==> config.mk <==
export PLATFORM = sky130hd
export DESIGN_NAME = alu_arbiter
export DESIGN_NICKNAME = d
export VERILOG_FILES = /design/src/rtl/alu_arbiter.sv
export SDC_FILE = /design/constraint.sdc
export NUM_CORES = 1
export LEC_CHECK = 0
export CAP_MARGIN = 30
export CORE_MARGIN = 1
export CORE_UTILIZATION = 35
export DETAILED_ROUTE_END_ITERATION = 12
export GPL_TIMING_DRIVEN = 0
export SLEW_MARGIN = 0
export SYNTH_ARGS = -nofsm -noshare
export SYNTH_HDL_FRONTEND = slang
export SYNTH_SLANG_ARGS = --single-unit
==> constraint.sdc <==
create_clock -name clk -period 2.1 [get_ports clk]
set_input_delay 0.21 -clock clk [delete_from_list [all_inputs] [get_ports clk]]
set_output_delay 0.21 -clock clk [all_outputs]
set_load 0.01 [all_outputs]
==> src/rtl/alu_arbiter.sv <==
// alu_arbiter: two-requester arbiter feeding a shared 4-bit ALU (optional flags via ALU_ARBITER_FLAGS_EN)
module alu_arbiter #(
  parameter int FAIR = 1
) (
  input  logic       clk,
  input  logic       rst,
  input  logic       req0,
  input  logic [2:0] op0,
  input  logic [3:0] a0,
  input  logic [3:0] b0,
  input  logic       req1,
  input  logic [2:0] op1,
  input  logic [3:0] a1,
  input  logic [3:0] b1,
  output logic       gnt0,
  output logic       gnt1,
  output logic       done0,
  output logic       done1,
  output logic [3:0] result,
  output logic       busy
`ifdef ALU_ARBITER_FLAGS_EN
  ,
  output logic       zero,
  output logic       cout
`endif
);
  typedef enum logic [1:0] {IDLE, EXEC, DONE} state_t;
  state_t state, state_n;
  logic [2:0] op_r, op_n;
  logic [3:0] a_r, a_n, b_r, b_n, alu, result_n;
  logic win, win_n, last, last_n, pick1;
  logic gnt0_n, gnt1_n, done0_n, done1_n;
`ifdef ALU_ARBITER_FLAGS_EN
  logic [4:0] sum;
  logic carry, zero_n, cout_n;
`endif
  // a lone request always wins; on a tie, round-robin hands it to whoever did not win last
  assign pick1 = req1 && (!req0 || (FAIR != 0 && !last));
  assign busy = state != IDLE;
  // ALU on the latched operands
  always_comb begin
    alu = op_r == 3'd1 ? b_r - a_r :
          op_r == 3'd2 ? a_r - b_r :
          op_r == 3'd3 ? a_r + b_r :
          op_r == 3'd4 ? a_r ^ b_r :
          op_r == 3'd5 ? a_r | b_r :
          op_r == 3'd6 ? a_r & b_r :
          op_r == 3'd7 ? 4'hF : 4'h0;
`ifdef ALU_ARBITER_FLAGS_EN
    sum = {1'b0, a_r} + {1'b0, b_r};
    carry = op_r == 3'd3 ? sum[4] :
            op_r == 3'd1 ? b_r < a_r :
            op_r == 3'd2 ? a_r < b_r : 1'b0;
`endif
  end
  // next state, operand latch and one-cycle grant/done pulses
  always_comb begin
    state_n = state;
    op_n = op_r;
    a_n = a_r;
    b_n = b_r;
    win_n = win;
    last_n = last;
    result_n = result;
    gnt0_n = 1'b0;
    gnt1_n = 1'b0;
    done0_n = 1'b0;
    done1_n = 1'b0;
`ifdef ALU_ARBITER_FLAGS_EN
    zero_n = zero;
    cout_n = cout;
`endif
    case (state)
      IDLE: if (req0 || req1) begin
        state_n = EXEC;
        win_n = pick1;
        last_n = pick1;
        op_n = pick1 ? op1 : op0;
        a_n = pick1 ? a1 : a0;
        b_n = pick1 ? b1 : b0;
        gnt0_n = !pick1;
        gnt1_n = pick1;
      end
      EXEC: begin
        state_n = DONE;
        result_n = alu;
        done0_n = !win;
        done1_n = win;
`ifdef ALU_ARBITER_FLAGS_EN
        zero_n = alu == 4'h0;
        cout_n = carry;
`endif
      end
      default: state_n = IDLE;
    endcase
  end
  // state and output registers; reset aborts any transaction in flight
  always_ff @(posedge clk or posedge rst) begin
    if (rst) begin
      state <= IDLE;
      op_r <= 3'd0;
      a_r <= 4'h0;
      b_r <= 4'h0;
      win <= 1'b0;
      last <= 1'b1;
      result <= 4'h0;
      gnt0 <= 1'b0;
      gnt1 <= 1'b0;
      done0 <= 1'b0;
      done1 <= 1'b0;
`ifdef ALU_ARBITER_FLAGS_EN
      zero <= 1'b0;
      cout <= 1'b0;
`endif
    end else begin
      state <= state_n;
      op_r <= op_n;
      a_r <= a_n;
      b_r <= b_n;
      win <= win_n;
      last <= last_n;
      result <= result_n;
      gnt0 <= gnt0_n;
      gnt1 <= gnt1_n;
      done0 <= done0_n;
      done1 <= done1_n;
`ifdef ALU_ARBITER_FLAGS_EN
      zero <= zero_n;
      cout <= cout_n;
`endif
    end
  end
endmodule

# Word-level counts from Yosys, hierarchy flattened
# Cells that the tools add are included.
# W data, S select, Z words.
dict set report word_totals {
  output_inout_bits 9
  n_memories 0
  inputBits 26
  wordCells 54
  romBits 0
  regBits 23
  ram_bits 0
  latchBits 0
}
dict set report classes {
  div 0
  n_reduce_logical 10
  shift 0
  eq_ne 9
  n_bitwise 3
  mul 0
  muxes 18
  order_cmp 0
  n_addsub 3
}
# operator count
set op_table {}
lappend op_table {{$mux W4} 9}
lappend op_table {{$eq A3 B3 Y1 const B} 4}
lappend op_table {{$sub A4 B4 Y4} 2}
lappend op_table {{$eq A3 B2 Y1 const B} 2}
lappend op_table {{$mux W1} 6}
lappend op_table {{$add A4 B4 Y4} 1}
lappend op_table {{$and A4 B4 Y4} 1}
lappend op_table {{$logic_not A1 Y1} 4}
lappend op_table {{$or A4 B4 Y4} 1}
lappend op_table {{$pmux W2 S2} 1}
lappend op_table {{$xor A4 B4 Y4} 1}
lappend op_table {{$eq A3 B1 Y1 const B} 1}
lappend op_table {{$mux W3} 1}
lappend op_table {{$eq A2 B1 Y1 const B} 1}
lappend op_table {{$logic_not A2 Y1} 1}
lappend op_table {{$logic_or A1 B1 Y1} 2}
lappend op_table {{$mux W2} 1}
lappend op_table {{$ne A2 B2 Y1 const B} 1}
lappend op_table {{$reduce_and A2 Y1} 1}
lappend op_table {{$reduce_bool A2 Y1} 1}
lappend op_table {{$logic_and A1 B1 Y1} 1}

# Depth between registers and ports, before layout
dict set report logic_depth {
  ltp_word 8
  mapped_depth 8
  ltp_nobuf 8
}

# Least setup slack after synthesis
# Ideal clock, no wire load.
dict set report synth_timing {
  path_kind {register -> register}
  from {reg a_r[1]}
  to {reg result[3]}
  required_time_ns 1.975
  setup_slack_ns 0.318
  n_path_buf 0
  t_arrival_ns 1.657
  period_less_slack_ns 1.782
  path_stages_with_launch 8
  setup_time_ns 0.125
  path_cell_list {dfrtp_1 -> inv_1 -> ha_1 -> nor3_2 -> o31a_1 -> o31a_1 -> o22ai_1 -> a21oi_1}
}
dict set report synth_via {
  elab_chain_cells 4
  word_cells_on_any_way 6
  cone_classes {add/sub (3); mux (3)}
}
# item line_no
set synth_rtl {}
lappend synth_rtl {{from (decl)} 30} ;# logic [3:0] a_r, a_n, b_r, b_n, alu, result_n;
lappend synth_rtl {{from (signal assigned)} 118} ;# a_r <= a_n;
lappend synth_rtl {{$add A4 B4 Y4} 44} ;# op_r == 3'd3 ? a_r + b_r :
lappend synth_rtl {{$mux W4} 44}
lappend synth_rtl {{$mux W4} 43} ;# op_r == 3'd2 ? a_r - b_r :
lappend synth_rtl {{$mux W4 (*)} 42} ;# alu = op_r == 3'd1 ? b_r - a_r :
lappend synth_rtl {{to (signal assigned)} 122} ;# result <= result_n;
lappend synth_rtl {{to (decl)} 19} ;# output logic [3:0] result,
# Every way passes the cells marked *; elsewhere a longest branch is shown, timed or not.
# A chain may end at the register's enable or synchronous reset.

# Worst setup path in the final report
dict set report layout_timing {
  from {reg b_r[0]}
  to {reg result[2]}
}
dict set report layout_via {
  elab_chain_cells 4
  word_cells_on_any_way 6
  cone_classes {add/sub (3); mux (3)}
}
# item line_no
set layout_rtl {}
lappend layout_rtl {{from (decl)} 30}
lappend layout_rtl {{from (signal assigned)} 119} ;# b_r <= b_n;
lappend layout_rtl {{$add A4 B4 Y4} 44}
lappend layout_rtl {{$mux W4} 44}
lappend layout_rtl {{$mux W4} 43}
lappend layout_rtl {{$mux W4 (*)} 42}
# Marks and branches as above.

==> flow_metrics.env <==
export IMPL_most_common_layout_cells="34 x clkdlybuf4s50_1, 20 x dfrtp_1, 15 x inv_1, 15 x ha_1"
export IMPL_finalSetupTns_ns=0
export IMPL_syn_inst=156
export IMPL_holdBufCountCts=0
export IMPL_cp_max_fo=4
export IMPL_use_met1_pct=18.0
export IMPL_place_area_um2=1920
export IMPL_status="finished, final reports clean"
export IMPL_fin_skew_ns=0.00366
export IMPL_clk_latency_ns=0.26
export IMPL_drt_wl_total_um=3090
export IMPL_hpwl_um=2510
export IMPL_syn_area_um2=1520
export IMPL_die_h_um=67.9
export IMPL_preCtsSetupSlack_ns=0.0939
export IMPL_worstPathRequired_ns=2.25
export IMPL_wl_per_cell_um=12.7
export IMPL_setup_viol=0
export IMPL_grt_busiest_layer="met2"
export IMPL_slowest_delay_ns=0.42
export IMPL_grt_max_degree=24
export IMPL_cts_root_buf="clkbuf_8"
export IMPL_vias=1213
export IMPL_syn_area_per_cell_um2=9.75
export IMPL_grt_setup_unrepaired="false"
export IMPL_crit_type="reg2reg"
export IMPL_drive_gt1_share_pct=8.76
export IMPL_die_w_um=67.9
export IMPL_clkTransAtPathRegs_ns=0.08
export IMPL_final_cell_area_um2=1970
export IMPL_timing_final_max_slew_violations=0
export IMPL_cap_violations=0
export IMPL_numPortBuffers=34
export IMPL_syn_nets=200
export IMPL_clk_path_buf_depth=2
export IMPL_setup_ws_ns=0.181
export IMPL_fin_crit_sh_pct=91.4
export IMPL_period_needed_ns=1.92
export IMPL_ys_types=38
export IMPL_yosysWarnings=0
export IMPL_grt_pass1_vias=1162
export IMPL_ir_drop_v=0.000560
export IMPL_mostFrequentLayoutCell="clkdlybuf4s50_1"
export IMPL_antenna_found_initial=0
export IMPL_grt_usage_pct=14.8
export IMPL_synth_edf_count=0
export IMPL_grt_overflow_total=0
export IMPL_nets=239
export IMPL_power_density_nw_per_um2=1500
export IMPL_drt_pass1_iterations=4
export IMPL_fin_util_pct=48.3
export IMPL_cp_slowest_cell="dfrtp_1"
export IMPL_hp_class="in2async"
export IMPL_use_met2_pct=25.2
export IMPL_vias_per_cell=4.97
export IMPL_met3_usage_pct=4.50
export IMPL_multi_input_area_um2=840
export IMPL_fillerInstances=397
export IMPL_cts_htree_levels=1
export IMPL_start_kind="flop"
export IMPL_initial_utilization_pct=37.2
export IMPL_cts_sinks=23
export IMPL_gp_congestion=0.853
export IMPL_die_area_um2=4610
export IMPL_async_flop_share_pct=100
export IMPL_cts_tree="done"
export IMPL_synth_seq_cells=23
export IMPL_regArea_um2=579
export IMPL_worstMarginPinSlew_ns=0.845
export IMPL_rows=23
export IMPL_ant_nets=0
export IMPL_final_hold_violation_count=0
export IMPL_synthFlopType="dfrtp_1"
export IMPL_leakagePower_nw=0.916
export IMPL_cp_cell_sequence="ha_1 > inv_1 > fa_1 > nand2_1 > o21ai_1 > xnor2_1 > a221oi_1 > o31ai_1"
export IMPL_fmax_mhz=521
export IMPL_drc=0
export IMPL_ioPinCount=35
export IMPL_cp_end_kind="flop"
export IMPL_core_area_um2=4090
export IMPL_max_slew_margin_pct=43.6
export IMPL_grt_first_pass_wirelength_um=5150
export IMPL_critPathArrivalTime_ns=2.07
export IMPL_antenna_cells=0
export IMPL_ys_seq_area_share_pct=37.9
export IMPL_cts_buffers=3
export IMPL_area_growth_syn_to_layout_pct=29.7
export IMPL_drt_iter0_markers=30
[metal layers]
layer | vias up | share of wire [%] | wire length [um]
li1 | 608 | - | -
met1 | 566 | 46 | 1410
met2 | 32 | 49 | 1530
met3 | 7 | 4.2 | 130
met4 | 0 | 0.87 | 27
met5 | - | 0 | 0
[state kept, by name (all words and copies together), names as in the netlist]
name	cells
last	1
state	2
result	4
gnt0	1
gnt1	1
done0	1
b_r	4
win	1
a_r	4
op_r	3
done1	1
[synthesized netlist by cell type, types with 8 or more instances]
master    n  share of area (%)
inv_1    15                3.7
a21oi_1   8                2.6
mux2i_1  12                7.9
ha_1     15                 12
nor2_1   10                2.5
nand2_1  13                3.2
dfrtp_1  22                 36
o21ai_1  13                4.3
[per-stage QoR]
step	total power [mW]	hold WS, ns	std cells
2_1_floorplan	2.14	0.211	156
5_1_grt	3.25	0.498	244
4_1_cts	2.98	0.448	244
3_5_place_dp	2.70	0.469	240
6_report	2.97	0.417	244
3_3_place_gp	2.65	0.447	240
[report_power, final]
part | internal (mW) | leakage, nW | switching [mW]
combinational | 0.883 | 0.609 | 0.973
sequential | 0.666 | 0.281 | 0.175
clock | 0.132 | 0.0255 | 0.139
[logic make-up after synthesis]
| logic type | count (synthesis) | share of synthesized area (%) |
|---|---|---|
| buf+inv | 22 | 6.91 |
| flops | 23 | 37.9 |
| xor+xnor | 3 | 1.73 |
| fa+ha+maj | 18 | 16.3 |
| mux | 12 | 7.90 |
| compound gates | 40 | 16.9 |
| simple gates | 38 | 12.3 |
[path summary, 6_finish.rpt]
kind | from | depth (start not counted) | endpoint | slack (ns)
max in group asynchronous | rst | 2 | b_r[1]$_DFFE_PP0P_ | 1.10
min reg2reg | win$_DFFE_PP0P_ | 1 | done0$_DFF_PP0_ | 0.47
max reg2reg | b_r[0]$_DFFE_PP0P_ | 8 | result[2]$_DFFE_PP0N_ | 0.18
min in group clk | win$_DFFE_PP0P_ | 1 | done0$_DFF_PP0_ | 0.47
max | b_r[0]$_DFFE_PP0P_ | 8 | result[2]$_DFFE_PP0N_ | 0.18
min | rst | 2 | state[1]$_DFFE_PP0P_ | 0.42
[layout make-up]
class | count | area share, %
tap | 50 | 3.17
clock inverter | 1 | 0.254
buffer | 7 | 2.47
timing repair buffer | 34 | 17.2
multi-input combinational | 111 | 42.5
clock buffer | 3 | 2.09
inverter | 15 | 2.85
sequential | 23 | 29.4
[critical path: cells and delay by family (launching register included)]
kind	cells	cell delay, ns
simple gates	1	0.07
compound gates	3	0.49
xor+xnor	1	0.14
flops	1	0.42
buf+inv	1	0.07
fa+ha+maj	2	0.62
[what timing repair did]
item / CTS / global route
hold endpoints to repair: 0 / 0
setup buffers: 0 / 0
gates resized for setup: 0 / 2
endpoints found under the setup margin: 0 / 1
(Power assumes the default switching activity.)
